**src/rtl/sigma_ser_pkg.sv**
```systemverilog
// -----------------------------------------------------------------------------
// sigma_ser_pkg
// Shared definitions for the sigma serializer: FSM state encoding, frame
// constants and the even-parity helper used when a word is loaded for sending.
// -----------------------------------------------------------------------------
package sigma_ser_pkg;

    // Frame sequencer states
    typedef enum logic [2:0] {
        IDLE   = 3'd0,
        START  = 3'd1,
        DATA   = 3'd2,
        PARITY = 3'd3,
        STOP   = 3'd4
    } ser_state_e;

    localparam int         FRAME_DATA_BITS = 12;
    localparam logic       START_LVL       = 1'b0;
    localparam logic       STOP_LVL        = 1'b1;
    localparam logic [7:0] OVR_MAX         = 8'hFF;

    // Even parity: the parity bit makes the total count of ones even
    function automatic logic even_parity(input logic [FRAME_DATA_BITS-1:0] d);
        return ^d;
    endfunction

endpackage

```
**src/rtl/sigma_serializer_bit_tick.sv**
```systemverilog
// -----------------------------------------------------------------------------
// bit_tick
// Bit-period divider. Counts 0..BIT_DIV-1 and flags the last count of each
// period on tick_o; restart_i holds the count at 0 so the first period after
// restart is a full BIT_DIV clocks long.
// Ports:
//   clk_i      system clock
//   rst_ni     asynchronous active-low reset
//   restart_i  synchronous restart, holds the counter at 0
//   tick_o     high during the final clock of each bit period
// -----------------------------------------------------------------------------
module bit_tick #(
    parameter int BIT_DIV = 16
) (
    input  logic clk_i,
    input  logic rst_ni,
    input  logic restart_i,
    output logic tick_o
);

    localparam int            CW   = (BIT_DIV > 2) ? $clog2(BIT_DIV) : 1;
    localparam logic [CW-1:0] LAST = CW'(BIT_DIV - 1);

    logic [CW-1:0] cnt_q;
    logic [CW-1:0] cnt_d;

    // Next divider count: restart and wrap both return to zero
    always_comb begin
        cnt_d = cnt_q;
        if (restart_i) begin
            cnt_d = '0;
        end else if (cnt_q == LAST) begin
            cnt_d = '0;
        end else begin
            cnt_d = cnt_q + CW'(1);
        end
    end

    // Divider count register
    always_ff @(posedge clk_i or negedge rst_ni) begin
        if (!rst_ni) begin
            cnt_q <= '0;
        end else begin
            cnt_q <= cnt_d;
        end
    end

    assign tick_o = (cnt_q == LAST);

endmodule

```
**src/rtl/sigma_serializer.sv**
```systemverilog
// -----------------------------------------------------------------------------
// sigma_serializer
// Captures each accumulator result on its sync strobe and sends it as a
// 15-bit frame: start(0), 12 data bits LSB first, even parity, stop(1).
// A one-deep pending buffer holds a result that arrives mid-frame; a second
// arrival overwrites it (newest wins) and is reported as an overrun.
// Ports:
//   clk      system clock (rising edge)
//   res      asynchronous active-low reset
//   data_in  two's-complement result, valid while syn_in = 1
//   syn_in   one-cycle result strobe
//   ser_out  serial line, idles high
//   busy     frame in progress
//   overrun  one-cycle pulse when the pending word is overwritten
//   ovr_cnt  saturating overrun count
// -----------------------------------------------------------------------------
module sigma_serializer
    import sigma_ser_pkg::*;
#(
    parameter int BIT_DIV = 16,
    parameter int DW      = 12
) (
    input  logic          clk,
    input  logic          res,
    input  logic [DW-1:0] data_in,
    input  logic          syn_in,
    output logic          ser_out,
    output logic          busy,
    output logic          overrun,
    output logic [7:0]    ovr_cnt
);

    localparam logic [3:0] LAST_BIT = 4'(DW - 1);

    ser_state_e    state_q;
    logic [DW-1:0] shift_q;
    logic          par_q;
    logic [3:0]    bit_cnt_q;
    logic [DW-1:0] pend_q;
    logic          pend_vld_q;
    logic          ser_q;
    logic          busy_q;
    logic          ovr_q;
    logic [7:0]    ovr_cnt_q;

    logic          tick_s;
    logic          restart_s;
    logic          mid_frame_s;

    // The divider is parked while idle so START always gets a full bit period
    assign restart_s = (state_q == IDLE);

    bit_tick #(
        .BIT_DIV (BIT_DIV)
    ) u_bit_tick (
        .clk_i     (clk),
        .rst_ni    (res),
        .restart_i (restart_s),
        .tick_o    (tick_s)
    );

    // Strobes go to the pending buffer anywhere in a frame except the last
    // STOP clock, where the frame hand-over logic consumes them instead
    assign mid_frame_s = (state_q == START) || (state_q == DATA) ||
                         (state_q == PARITY) || ((state_q == STOP) && !tick_s);

    // Frame sequencer, shift register, pending buffer and overrun counter
    always_ff @(posedge clk or negedge res) begin
        if (!res) begin
            state_q    <= IDLE;
            shift_q    <= '0;
            par_q      <= 1'b0;
            bit_cnt_q  <= 4'd0;
            pend_q     <= '0;
            pend_vld_q <= 1'b0;
            ser_q      <= STOP_LVL;
            busy_q     <= 1'b0;
            ovr_q      <= 1'b0;
            ovr_cnt_q  <= 8'h00;
        end else begin
            ovr_q <= 1'b0;

            if (syn_in && mid_frame_s) begin
                pend_q     <= data_in;
                pend_vld_q <= 1'b1;
                if (pend_vld_q) begin
                    ovr_q <= 1'b1;
                    if (ovr_cnt_q != OVR_MAX) begin
                        ovr_cnt_q <= ovr_cnt_q + 8'd1;
                    end
                end
            end

            case (state_q)
                IDLE: begin
                    if (syn_in) begin
                        shift_q   <= data_in;
                        par_q     <= even_parity(data_in);
                        bit_cnt_q <= 4'd0;
                        ser_q     <= START_LVL;
                        busy_q    <= 1'b1;
                        state_q   <= START;
                    end
                end
                START: begin
                    if (tick_s) begin
                        ser_q     <= shift_q[0];
                        bit_cnt_q <= 4'd0;
                        state_q   <= DATA;
                    end
                end
                DATA: begin
                    if (tick_s) begin
                        if (bit_cnt_q == LAST_BIT) begin
                            ser_q   <= par_q;
                            state_q <= PARITY;
                        end else begin
                            // shift_q[1] becomes bit 0 after this shift
                            shift_q   <= shift_q >> 1;
                            ser_q     <= shift_q[1];
                            bit_cnt_q <= bit_cnt_q + 4'd1;
                        end
                    end
                end
                PARITY: begin
                    if (tick_s) begin
                        ser_q   <= STOP_LVL;
                        state_q <= STOP;
                    end
                end
                STOP: begin
                    if (tick_s) begin
                        if (pend_vld_q) begin
                            shift_q   <= pend_q;
                            par_q     <= even_parity(pend_q);
                            bit_cnt_q <= 4'd0;
                            ser_q     <= START_LVL;
                            state_q   <= START;
                            // A strobe on this edge refills the buffer
                            // just as it drains, so nothing is lost
                            if (syn_in) begin
                                pend_q <= data_in;
                            end else begin
                                pend_vld_q <= 1'b0;
                            end
                        end else if (syn_in) begin
                            shift_q   <= data_in;
                            par_q     <= even_parity(data_in);
                            bit_cnt_q <= 4'd0;
                            ser_q     <= START_LVL;
                            state_q   <= START;
                        end else begin
                            ser_q   <= STOP_LVL;
                            busy_q  <= 1'b0;
                            state_q <= IDLE;
                        end
                    end
                end
                default: begin
                    ser_q   <= STOP_LVL;
                    busy_q  <= 1'b0;
                    state_q <= IDLE;
                end
            endcase
        end
    end

    assign ser_out = ser_q;
    assign busy    = busy_q;
    assign overrun = ovr_q;
    assign ovr_cnt = ovr_cnt_q;

endmodule
```
**config.mk**
```make
export PLATFORM = sky130hd
export DESIGN_NAME = sigma_serializer
export DESIGN_NICKNAME = d
export VERILOG_FILES = /design/src/rtl/sigma_ser_pkg.sv /design/src/rtl/sigma_serializer_bit_tick.sv /design/src/rtl/sigma_serializer.sv
export SDC_FILE = /design/constraint.sdc
export NUM_CORES = 1
export LEC_CHECK = 0
export ABC_AREA = 1
export BUFFER_PORTS_ARGS = -buffer_cell sky130_fd_sc_hd__buf_2
export CAP_MARGIN = 20
export CORE_AREA = 2 2 77 79
export CTS_CLUSTER_DIAMETER = 80
export DETAILED_ROUTE_END_ITERATION = 6
export DIE_AREA = 0 0 79 81
export GPL_TIMING_DRIVEN = 0
export HOLD_SLACK_MARGIN = 0.1
export PLACE_DENSITY = 0.85
export SYNTH_ARGS = -nofsm -noshare
export SYNTH_HDL_FRONTEND = slang
export SYNTH_SLANG_ARGS = --single-unit
```
**constraint.sdc**
```tcl
create_clock -name clk -period 5.6 [get_ports clk]
set_clock_uncertainty 0.15 [all_clocks]
set_input_delay 0.56 -clock clk [delete_from_list [all_inputs] [get_ports clk]]
set_output_delay 0.56 -clock clk [all_outputs]
set_load 0.1 [all_outputs]
```
==> flow_summary.ini <==
[pwr]
power_density_nw_per_um2 = 595
p_int_mw = 0.925
leakage_nw = 1.74
switching_power_mw = 1.04
switching_share = 0.530
ir_drop_uv = 504
p_comb_frac = 0.574
p_total_mw = 1.97
power_frac_seq = 0.313
power_frac_clock = 0.113

[logic_synthesis]
muxShareOfSynthArea = 0
synth.cell_area_um2 = 2960
synth_xor_xnor_area_share = 0.0621
synth_simple_gate_area_frac = 0.253
synth_ff_type = dfrtp_1
ys_warn_count = 0
synth_top_area_frac = 0.397
synth_edf_count = 0
syn_inst = 403
synth_fa_ha_area_frac = 0.0127
synth_compound_area_frac = 0.170
synth.distinct_cells = 35
async_flop_share = 1.00
synth_top_area_cell = dfrtp_1
syn_nets = 421
synth_top_family_by_area = simple AND/OR/NAND/NOR gates
yosysSeqAreaShare = 0.406
yosys-top-cells-area = dfrtp_1 40%, nand2_1 14%, inv_1 8.2%, o22ai_1 6.1%, nor2_1 3.4%
ys_ff_latch = 48
postSynthAreaPerCell_um2 = 7.35

[sta]
rsz0062_at_grt = no
setup_viol = 0
worst_pin_slew_ns = 0.557
max_freq_mhz = 455
hold_viol_final = 0
fin_crit_ns = 2.20
max_slew_margin = 0.629
fin_setup_tns_ns = 0
min_period_over_period = 0.393
drv_slew = 0

[setup_path]
max_stage_delay_ns = 0.38
reg2regPathDepth = 11
r2r_slack_ns = 3.40
crit_path_frequent_cell = nand2_1
critPathSlowestCell = dfrtp_1
cp_cell_sequence = ha_1 > nand2_1 > nor2_1 > nand2_1 > a21boi_0 > nor2_1 > nand2_1 > nor2_1 > inv_1 > nand2_1 > nand2_1
cp-end-kind = flop
startpoint_type = flop
timing.rr.end = bit_cnt_q[1]
required_ns = 5.66
arrival_ns = 2.26
rr_startpoint = u_bit_tick.cnt_q[0]
path_class = reg2reg
crit_fanout = 4

[clock_network]
root_buffer = clkbuf_8
postCtsHoldBufs = 0
clk_pin_slew_ns = 0.09
ctsResizeCount = 0
numCtsBuffers = 5
cts_tree = done
cts_max_level = 2
cts_sinks = 48
cts_buffer_depth = 2
cts_setup_buffers = 0
insertion_delay_ns = 0.31

[grt]
antenna_found_initial = 0
grt_max_degree = 49
grt_pass1_vias = 2606
grt_first_pass_wirelength_mm = 11.6
overflow = 0
grt_util_all_layers = 0.231

[floorplan]
io_pins = 26
die_h_um = 81
start_util = 0.522
die_w_um = 79
dieArea_um2 = 6400
core-area_um2 = 5680
rows = 28

[route]
vias = 2771
wl_per_cell_um = 13.5
dr.pass1.iters = 4
wirelength_mm = 6.94
drt_iter0_drc = 275
drcViolationCount = 0
vias_per_cell = 5.40
ant_nets = 0

[cells_and_area]
area_growth_pct = 11.7
layout.nets = 455
final_area_um2 = 3310
final_layout_size_suffix_gt1_frac = 0.121
diodes = 0
fin_cells = 513
final_core_util = 0.583

[min_path]
worstHoldPathCells = 1
worstHoldStart = u_bit_tick.cnt_q[0]
hold_path_end = u_bit_tick.cnt_q[0]
hold_class = reg2reg

[status]
status = completed

[placed_design]
dp_hpwl_mm = 4.98
io_buffer_count = 25
placed_area_um2 = 3180
dp_cells = 503
gp_congestion = 0.868

[job]
maxCapViolCount = 0
[placed cells by master (no fill, tap or decap), types with 11 or more instances in the layout]
cell type / instances
nor2_1: 27
buf_2: 27
dfrtp_1: 47
a21oi_1: 15
nand3_1: 19
xnor2_1: 11
nand2_1: 112
inv_1: 65
o22ai_1: 29
o21ai_0: 19
[power by group through the flow]
stage / Combinational, mW / Clock (mW) / Sequential (mW)
2_1_floorplan: 0.680 / 0 / 0.807
3_3_place_gp: 1.08 / 0 / 0.611
3_5_place_dp: 1.11 / 0 / 0.619
4_1_cts: 1.12 / 0.227 / 0.613
5_1_grt: 1.24 / 0.240 / 0.632
6_report: 1.13 / 0.223 / 0.615
[cells in the mapped netlist (all sizes together) (2+ instances only)]
library cell / instances
xnor2: 11
xor2: 10
a31oi: 5
nand2: 117
o221ai: 4
nor3: 2
clkbuf: 3
nor2: 32
o211ai: 4
nand4: 2
buf: 4
nand3: 19
ha: 3
inv: 67
a21oi: 16
o22ai: 29
o21ai: 22
dfrtp: 47
[area by class of cell]
class | count | area (um2)
Clock inverter | 2 | 13.8
Buffer | 7 | 32.5
Sequential cell | 48 | 1200
Fill cell | 534 | 2370
Multi-Input combinational cell | 281 | 1480
Clock buffer | 6 | 82.6
Timing Repair Buffer | 27 | 155
Tap cell | 75 | 93.8
Inverter | 67 | 251
[metal layers]
layer / up-vias / part of all wire / track usage
met3: 9 / 0.053 / 0.0356
met4: 0 / 0.018 / 0.110
met5: - / 0 / 0
met1: 1293 / 0.44 / 0.296
met2: 89 / 0.49 / 0.386
li1: 1380 / - / -
[kinds of logic after synthesis]
family / after synthesis
buffers and inverters: 74
adders and majority gates: 3
xor gates and xnor gates: 21
AOI/OAI and AO/OA: 83
and+or+nand+nor: 174
DFF: 48
[worst max-delay path, delay by kind of cell (launching register included)]
family,cells,cell delay [ns]
fa+ha+maj,1,0.22
flops,1,0.38
simple gates,8,1.12
compound gates,1,0.16
buf+inv,1,0.08
[how the worst max path moves through the flow]
stage / startpoint / to / slack (ns) / depth (start not counted)
6_report: u_bit_tick.cnt_q[0] / bit_cnt_q[1] / 3.40 / 11
5_1_grt: u_bit_tick.cnt_q[0] / bit_cnt_q[1] / 3.17 / 11
4_1_cts: u_bit_tick.cnt_q[0] / bit_cnt_q[1] / 3.42 / 11
3_5_place_dp: syn_in / par_q / 3.41 / 7
3_3_place_gp: syn_in / par_q / 3.44 / 7
2_1_floorplan: ovr_cnt[0] / ovr_cnt[3] / 3.24 / 7
[stage by stage]
step	hold slack, ns	setup slack [ns]
4_1_cts	0.317	3.42
6_report	0.317	3.40
5_1_grt	0.369	3.17
3_3_place_gp	0.293	3.44
2_1_floorplan	0.114	3.24
3_5_place_dp	0.303	3.41
(Power assumes the default switching activity.)
